--- src/rtl/rr_trace_sched_pkg.sv ---
// Shared types for the trace-writer buffer scheduler: descriptor and
// completion records, the scheduler state encoding and a descriptor check.
package rr_trace_sched_pkg;

    // Records are sized for the widest supported address; narrower
    // instances zero-extend on the way in and slice on the way out.
    localparam int RR_ADDR_W = 64;
    localparam int RR_BITS_W = 64;

    typedef struct packed {
        logic [RR_ADDR_W-1:0] addr;
        logic [RR_ADDR_W-1:0] size;
    } rr_buf_desc_t;

    typedef struct packed {
        logic [RR_ADDR_W-1:0] addr;
        logic [RR_BITS_W-1:0] bits;
        logic                 flushed;
    } rr_buf_cpl_t;

    typedef enum logic [2:0] {
        IDLE,
        LOAD,
        SETTLE,
        ACTIVE,
        CPL,
        STARVED
    } rr_sched_state_e;

    // A descriptor is unusable if it is empty or not beat aligned in either
    // base or length. beat_bytes is expected to be a power of two.
    function automatic logic desc_is_bad(input rr_buf_desc_t d, input int beat_bytes);
        logic [RR_ADDR_W-1:0] mask;
        mask = RR_ADDR_W'(beat_bytes - 1);
        return (d.size == '0) || ((d.addr & mask) != '0) || ((d.size & mask) != '0);
    endfunction

endpackage

--- src/rtl/rr_desc_queue.sv ---
// Circular descriptor FIFO. Pointers carry one extra wrap bit so that full
// and empty are distinguished without a separate flag.
module rr_desc_queue
    import rr_trace_sched_pkg::*;
#(
    parameter int DEPTH = 4
) (
    input  logic                     clk,
    input  logic                     rstn,
    input  logic                     push,
    input  rr_buf_desc_t             push_data,
    input  logic                     pop,
    output rr_buf_desc_t             head,
    output logic                     full,
    output logic                     empty,
    output logic [$clog2(DEPTH):0]   count
);

    localparam int IDX_W = $clog2(DEPTH);

    rr_buf_desc_t           mem [DEPTH];
    logic [IDX_W:0]         wr_ptr;
    logic [IDX_W:0]         rd_ptr;

    // Storage needs no reset: an entry is only read after it has been written.
    always_ff @(posedge clk) begin
        if (push) begin
            mem[wr_ptr[IDX_W-1:0]] <= push_data;
        end
    end

    // Pointer update; the caller never pushes when full nor pops when empty.
    always_ff @(posedge clk or negedge rstn) begin
        if (!rstn) begin
            wr_ptr <= '0;
            rd_ptr <= '0;
        end else begin
            if (push) begin
                wr_ptr <= wr_ptr + 1'b1;
            end
            if (pop) begin
                rd_ptr <= rd_ptr + 1'b1;
            end
        end
    end

    assign head  = mem[rd_ptr[IDX_W-1:0]];
    assign count = wr_ptr - rd_ptr;
    assign empty = (wr_ptr == rd_ptr);
    assign full  = (count == (IDX_W+1)'(DEPTH));

endmodule

--- src/rtl/rr_trace_buf_sched.sv ---
// Host-buffer scheduler for the trace writer: queues host descriptors,
// hands them to the writer one at a time and reports each finished buffer.
module rr_trace_buf_sched
    import rr_trace_sched_pkg::*;
#(
    parameter int AXI_ADDR_WIDTH = 64,
    parameter int DESC_DEPTH     = 4,
    parameter int BEAT_BYTES     = 64,
    parameter int SETTLE_CYCLES  = 2,
    parameter int CNT_WIDTH      = 32
) (
    input  logic                        clk,
    input  logic                        rstn,
    input  logic                        enable,
    input  logic                        desc_valid,
    output logic                        desc_ready,
    input  logic [AXI_ADDR_WIDTH-1:0]   desc_addr,
    input  logic [AXI_ADDR_WIDTH-1:0]   desc_size,
    output logic [AXI_ADDR_WIDTH-1:0]   write_buf_addr,
    output logic [AXI_ADDR_WIDTH-1:0]   write_buf_size,
    output logic                        write_buf_update,
    input  logic                        write_interrupt,
    input  logic [63:0]                 record_bits,
    input  logic                        flush_req,
    input  logic                        writer_idle,
    output logic                        cpl_valid,
    input  logic                        cpl_ready,
    output logic [AXI_ADDR_WIDTH-1:0]   cpl_addr,
    output logic [63:0]                 cpl_bits,
    output logic                        cpl_flushed,
    output logic [$clog2(DESC_DEPTH):0] desc_count,
    output logic [CNT_WIDTH-1:0]        stall_cycles,
    output logic                        err_bad_desc,
    output logic                        busy
);

    localparam int SETTLE_W = (SETTLE_CYCLES < 1) ? 1 : $clog2(SETTLE_CYCLES + 1);
    localparam logic [SETTLE_W-1:0] SETTLE_INIT = SETTLE_W'(SETTLE_CYCLES);

    rr_buf_desc_t                in_desc;
    rr_buf_desc_t                q_head;
    logic                        desc_bad;
    logic                        push_fire;
    logic                        q_push;
    logic                        q_pop;
    logic                        q_full;
    logic                        q_empty;
    logic                        can_load;
    logic                        cpl_fire;
    rr_sched_state_e             state_q;
    rr_sched_state_e             state_d;
    logic [SETTLE_W-1:0]         settle_cnt;
    logic [AXI_ADDR_WIDTH-1:0]   cur_addr;
    rr_buf_cpl_t                 cpl_q;

    // Widen the incoming descriptor into the shared record and classify it.
    always_comb begin
        in_desc      = '0;
        in_desc.addr = RR_ADDR_W'(desc_addr);
        in_desc.size = RR_ADDR_W'(desc_size);
        desc_bad     = desc_is_bad(in_desc, BEAT_BYTES);
    end

    // Ready is forced low while reset is held, otherwise it only tracks space.
    assign desc_ready = rstn & ~q_full;
    assign push_fire  = desc_valid & desc_ready;
    assign q_push     = push_fire & ~desc_bad;
    assign q_pop      = (state_q == LOAD);
    assign can_load   = enable & ~q_empty;
    assign cpl_fire   = cpl_valid & cpl_ready;

    rr_desc_queue #(
        .DEPTH (DESC_DEPTH)
    ) u_queue (
        .clk       (clk),
        .rstn      (rstn),
        .push      (q_push),
        .push_data (in_desc),
        .pop       (q_pop),
        .head      (q_head),
        .full      (q_full),
        .empty     (q_empty),
        .count     (desc_count)
    );

    // State register.
    always_ff @(posedge clk or negedge rstn) begin
        if (!rstn) begin
            state_q <= IDLE;
        end else begin
            state_q <= state_d;
        end
    end

    // Next-state selection; exhaustion outranks flush when both are seen.
    always_comb begin
        state_d = state_q;
        case (state_q)
            IDLE: begin
                if (can_load) begin
                    state_d = LOAD;
                end
            end
            LOAD: begin
                state_d = SETTLE;
            end
            SETTLE: begin
                if (settle_cnt <= SETTLE_W'(1)) begin
                    state_d = ACTIVE;
                end
            end
            ACTIVE: begin
                if (write_interrupt || (flush_req && writer_idle)) begin
                    state_d = CPL;
                end
            end
            CPL: begin
                if (cpl_fire) begin
                    if (can_load) begin
                        state_d = LOAD;
                    end else if (!cpl_q.flushed) begin
                        state_d = STARVED;
                    end else begin
                        state_d = IDLE;
                    end
                end
            end
            STARVED: begin
                if (can_load) begin
                    state_d = LOAD;
                end else if (!enable && flush_req) begin
                    state_d = IDLE;
                end
            end
            default: begin
                state_d = IDLE;
            end
        endcase
    end

    // Settle window that masks the writer's lagging interrupt after a load.
    always_ff @(posedge clk or negedge rstn) begin
        if (!rstn) begin
            settle_cnt <= '0;
        end else if (state_q == LOAD) begin
            settle_cnt <= SETTLE_INIT;
        end else if (state_q == SETTLE && settle_cnt != '0) begin
            settle_cnt <= settle_cnt - 1'b1;
        end
    end

    // Writer load interface: registered so the pulse lines up with LOAD.
    always_ff @(posedge clk or negedge rstn) begin
        if (!rstn) begin
            write_buf_addr   <= '0;
            write_buf_size   <= '0;
            write_buf_update <= 1'b0;
        end else begin
            write_buf_update <= (state_d == LOAD);
            if (state_d == LOAD) begin
                write_buf_addr <= q_head.addr[AXI_ADDR_WIDTH-1:0];
                write_buf_size <= q_head.size[AXI_ADDR_WIDTH-1:0];
            end
        end
    end

    // Remember which buffer the writer is filling for its completion record.
    always_ff @(posedge clk or negedge rstn) begin
        if (!rstn) begin
            cur_addr <= '0;
        end else if (state_q == LOAD) begin
            cur_addr <= q_head.addr[AXI_ADDR_WIDTH-1:0];
        end
    end

    // Completion record: captured when ACTIVE closes, held until accepted.
    always_ff @(posedge clk or negedge rstn) begin
        if (!rstn) begin
            cpl_q     <= '0;
            cpl_valid <= 1'b0;
        end else if (state_q == ACTIVE && state_d == CPL) begin
            cpl_q.addr    <= RR_ADDR_W'(cur_addr);
            cpl_q.bits    <= record_bits;
            cpl_q.flushed <= ~write_interrupt;
            cpl_valid     <= 1'b1;
        end else if (cpl_fire) begin
            cpl_valid <= 1'b0;
        end
    end

    assign cpl_addr    = cpl_q.addr[AXI_ADDR_WIDTH-1:0];
    assign cpl_bits    = cpl_q.bits;
    assign cpl_flushed = cpl_q.flushed;

    // Saturating count of every cycle spent starved, including the cycle in
    // which the next load is chosen.
    always_ff @(posedge clk or negedge rstn) begin
        if (!rstn) begin
            stall_cycles <= '0;
        end else if (state_q == STARVED && stall_cycles != {CNT_WIDTH{1'b1}}) begin
            stall_cycles <= stall_cycles + 1'b1;
        end
    end

    // Sticky flag for descriptors that were accepted but discarded.
    always_ff @(posedge clk or negedge rstn) begin
        if (!rstn) begin
            err_bad_desc <= 1'b0;
        end else if (push_fire && desc_bad) begin
            err_bad_desc <= 1'b1;
        end
    end

    assign busy = (state_q != IDLE);

endmodule

--- config.mk ---
export PLATFORM = sky130hd
export DESIGN_NAME = rr_trace_buf_sched
export DESIGN_NICKNAME = d
export VERILOG_FILES = /design/src/rtl/rr_trace_sched_pkg.sv /design/src/rtl/rr_desc_queue.sv /design/src/rtl/rr_trace_buf_sched.sv
export SDC_FILE = /design/constraint.sdc
export NUM_CORES = 1
export LEC_CHECK = 0
export CORE_MARGIN = 3
export CORE_UTILIZATION = 54
export DETAILED_ROUTE_END_ITERATION = 16
export HOLD_SLACK_MARGIN = 0.02
export PLACE_DENSITY = 0.83
export SYNTH_ARGS = -nofsm -noshare
export SYNTH_HDL_FRONTEND = slang
export SYNTH_SLANG_ARGS = --single-unit
--- constraint.sdc ---
create_clock -name clk -period 14.3 [get_ports clk]
set_input_delay 2.86 -clock clk [delete_from_list [all_inputs] [get_ports clk]]
set_output_delay 2.86 -clock clk [all_outputs]
set_load 0.03 [all_outputs]
==> flow_summary.yaml <==
drt:
  routed_via_density: 5.743
  drcViolationCount: 0
  dr.pass1.iters: 5
  dr_total_vias: 17400
  routed_wirelength_mm: 77.35
  first_iter_violations: 1343
  antenna_left: 0
  wl_per_cell_um: 25.54
setup_path:
  reg2reg_to: "u_queue.mem[2][100]"
  r2r_start: "u_queue.rd_ptr[1]"
  cp_cell_sequence: "buf_8, and2_1, clkdlybuf4s50_1"
  cp-startpoint: "rstn"
  reg2reg_slack_ns: 9.11
  reg2reg_depth: 8
  crit_fanout: 64
  crit_required_ns: 11.44
  cp_slowest_cell: "clkdlybuf4s50_1"
  criticalPathCategory: "primary input to output pin"
  endpoint: "desc_ready"
  path_depth: 3
  cp_slowest_stage_delay_ns: 0.71
  cp.arrival_ns: 4.31
  worstSetupStartpointType: "primary input"
  crit_buf_inv: 2
  cp-end-kind: "output pin"
  critPathTopFamily: "buffers and inverters"
logic_synthesis:
  postSynth.asyncResetShare_pct: 41.75
  yosysWarnings: 0
  synth_top_area_share_pct: 45.99
  syn-num-nets: 1831
  synth_area_um2: 33430
  syn_avg_cell_area_um2: 20.64
  synth_enable_flop_cells: 512
  ys_seq_area_share_pct: 73.46
  synthTopCellsByArea: "edfxtp_1, dfrtp_1, mux4_2"
  netlist-cell-type-count: 59
  ys_seq_elements: 879
  synthFlopType: "edfxtp_1"
  synthesis.instances: 1620
  yosys.area.top_type: "edfxtp_1"
power_and_ir_drop:
  swShare_pct: 32.73
  p_int_mw: 6.248
  p_switching_mw: 3.039
  power_leakage_nw: 15.41
  p_per_area_nw_per_um2: 221.2
  peakVddDrop_v: 0.0001514
  sequentialPowerShare_pct: 38.6
  power_mw: 9.287
  p_clk_share_pct: 24.5
  p_comb_share_pct: 36.9
flow_run:
  max-cap-violations: 0
layout:
  regArea_um2: 24570
  area_growth_syn_to_layout_pct: 25.59
  final_common_cell: "edfxtp_1"
  fillers: 3618
  multiInputGateArea_um2: 8361
  drive_above_1_share_pct: 27.10
  final_cell_mix: "edfxtp_1, clkdlybuf4s50_1, dfrtp_1, mux2_2, mux4_2"
  fin_nets: 2367
global_route:
  antenna_found_initial: 23
  grt_overflow: 0
  grt_pass1_wl_mm: 115.3
  grt_max_degree: 93
  grt_pass1_vias: 18590
  grt_usage_pct: 23.88
floorplan:
  die_w_um: 254.8
  fp.dieH_um: 254.8
  initial_utilization_pct: 54.98
  num_rows: 90
  io_pins: 497
  die_area_um2: 64930
  core_um2: 60810
clock_network:
  root_buffer: "clkbuf_16"
  clockBufferDepth: 3
  cts_tree: "built"
  cts_buffers: 87
  cts.sinks: 879
  cts_hold_buf: 0
  htreeDepth: 3
  postCtsSetupRepairBufs: 0
  clock_latency_ns: 0.62
  ctsResizeCount: 0
  clk_pin_slew_ns: 0.06
placement:
  hpwl_mm: 48.49
  gp_congestion: 0.8667
  portBuffers: 496
sta:
  hold_violations: 0
  tns_ns: 0
  finalCritPeriodShare_pct: 50.15
  relSlewSlack_pct: 14.40
  fin_crit_ns: 7.171
  setup_viol: 0
  rsz0062_at_grt: "false"
  final-max-slew-violation-count: 0
  worst_pin_slew_ns: 1.284
  fin_skew_ns: 0.02452
  timing.fmax_ghz: 0.1395
hold_path:
  hold_class: "flip-flop to flip-flop"
  whs_path_depth: 1
outcome:
  status: "complete, no violations"
## registers in the layout, summed over array words and instances, names as in the netlist
register and flops:
settle_cnt 2, u_queue.wr_ptr 3, cpl_addr 64, err_bad_desc 1
state_q 3, u_queue.mem 512, cpl_bits 64, cpl_valid 1
cpl_flushed 1, u_queue.rd_ptr 3, write_buf_size 64, stall_cycles 32
cur_addr 64, write_buf_update 1, write_buf_addr 64
## power by group through the flow
| stage | clock network [mW] | logic, mW | registers (mW) |
|---|---|---|---|
| after floorplan | 0 | 1.59 | 4.20 |
| after global placement | 0 | 3.36 | 3.60 |
| after detailed placement | 0 | 3.43 | 3.63 |
| after CTS | 2.32 | 3.46 | 3.59 |
| after global routing | 2.42 | 3.60 | 3.65 |
| final | 2.27 | 3.42 | 3.59 |
## routing by layer
layer  vias up  global-route usage (%)  share of wire, %
met2       777                   40.14                51
li1       7443                       -                 -
met3       142                   6.575               8.7
met4        14                   9.904               3.1
met5         -                       0              0.15
met1      9019                   29.59                37
## per-stage QoR
stage          utilization [%]  hold slack, ns  setup slack [ns]  instances  instance area (um2)
2_1_floorplan                -          0.4767             1.374       1620                33430
6_report                 69.04          0.4926             7.129       3029                41980
4_1_cts                  68.97          0.4974             7.110       3011                41940
3_5_place_dp             64.25          0.4752             7.093       2849                39070
3_3_place_gp             64.25          0.4732             7.138       2849                39070
5_1_grt                  69.02          0.5095             7.005       3024                41970
## cell type report
cell class | instances | share of cell area [%]
tap | 782 | 2.331
antenna | 18 | 0.1073
clock buffer | 118 | 5.779
clock inverter | 44 | 1.052
multi-input combinational | 659 | 19.91
inverter | 14 | 0.1252
sequential | 879 | 58.51
timing repair buffer | 515 | 12.18
## synthesized netlist by cell type, drive strengths merged (15+ instances only)
cell and n:
nor4 28, xnor2 15, nand3 17, mux2 323, xor2 18, edfxtp 512
mux4 128, buf 43, nor2 19, nand2 19, clkbuf 25, dfrtp 367
## cells by family (layout without fill, tap and decap cells)
| logic type | Yosys count | count (layout) | share of synthesized area [%] |
|---|---|---|---|
| muxes | 452 | 452 | 20.66 |
| DFF | 879 | 879 | 73.46 |
| AOI/OAI and AO/OA | 32 | 32 | 0.7186 |
| buffers and inverters | 82 | 691 | 1.621 |
| and+or+nand+nor | 130 | 130 | 2.175 |
| adders and majority gates | 11 | 11 | 0.4342 |
| other | 0 | 18 | 0 |
| xor gates and xnor gates | 34 | 34 | 0.9320 |
## how the worst min path moves through the flow
stage	from	to	slack, ns
final	write_buf_size[21]	write_buf_size[21]	0.49
after floorplan	cur_addr[0]	cur_addr[0]	0.48
after global routing	write_buf_size[23]	write_buf_size[23]	0.51
after global placement	write_buf_size[21]	write_buf_size[21]	0.47
after CTS	write_buf_size[21]	write_buf_size[21]	0.50
after detailed placement	write_buf_size[23]	write_buf_size[23]	0.48
(Power assumes the default switching activity.)
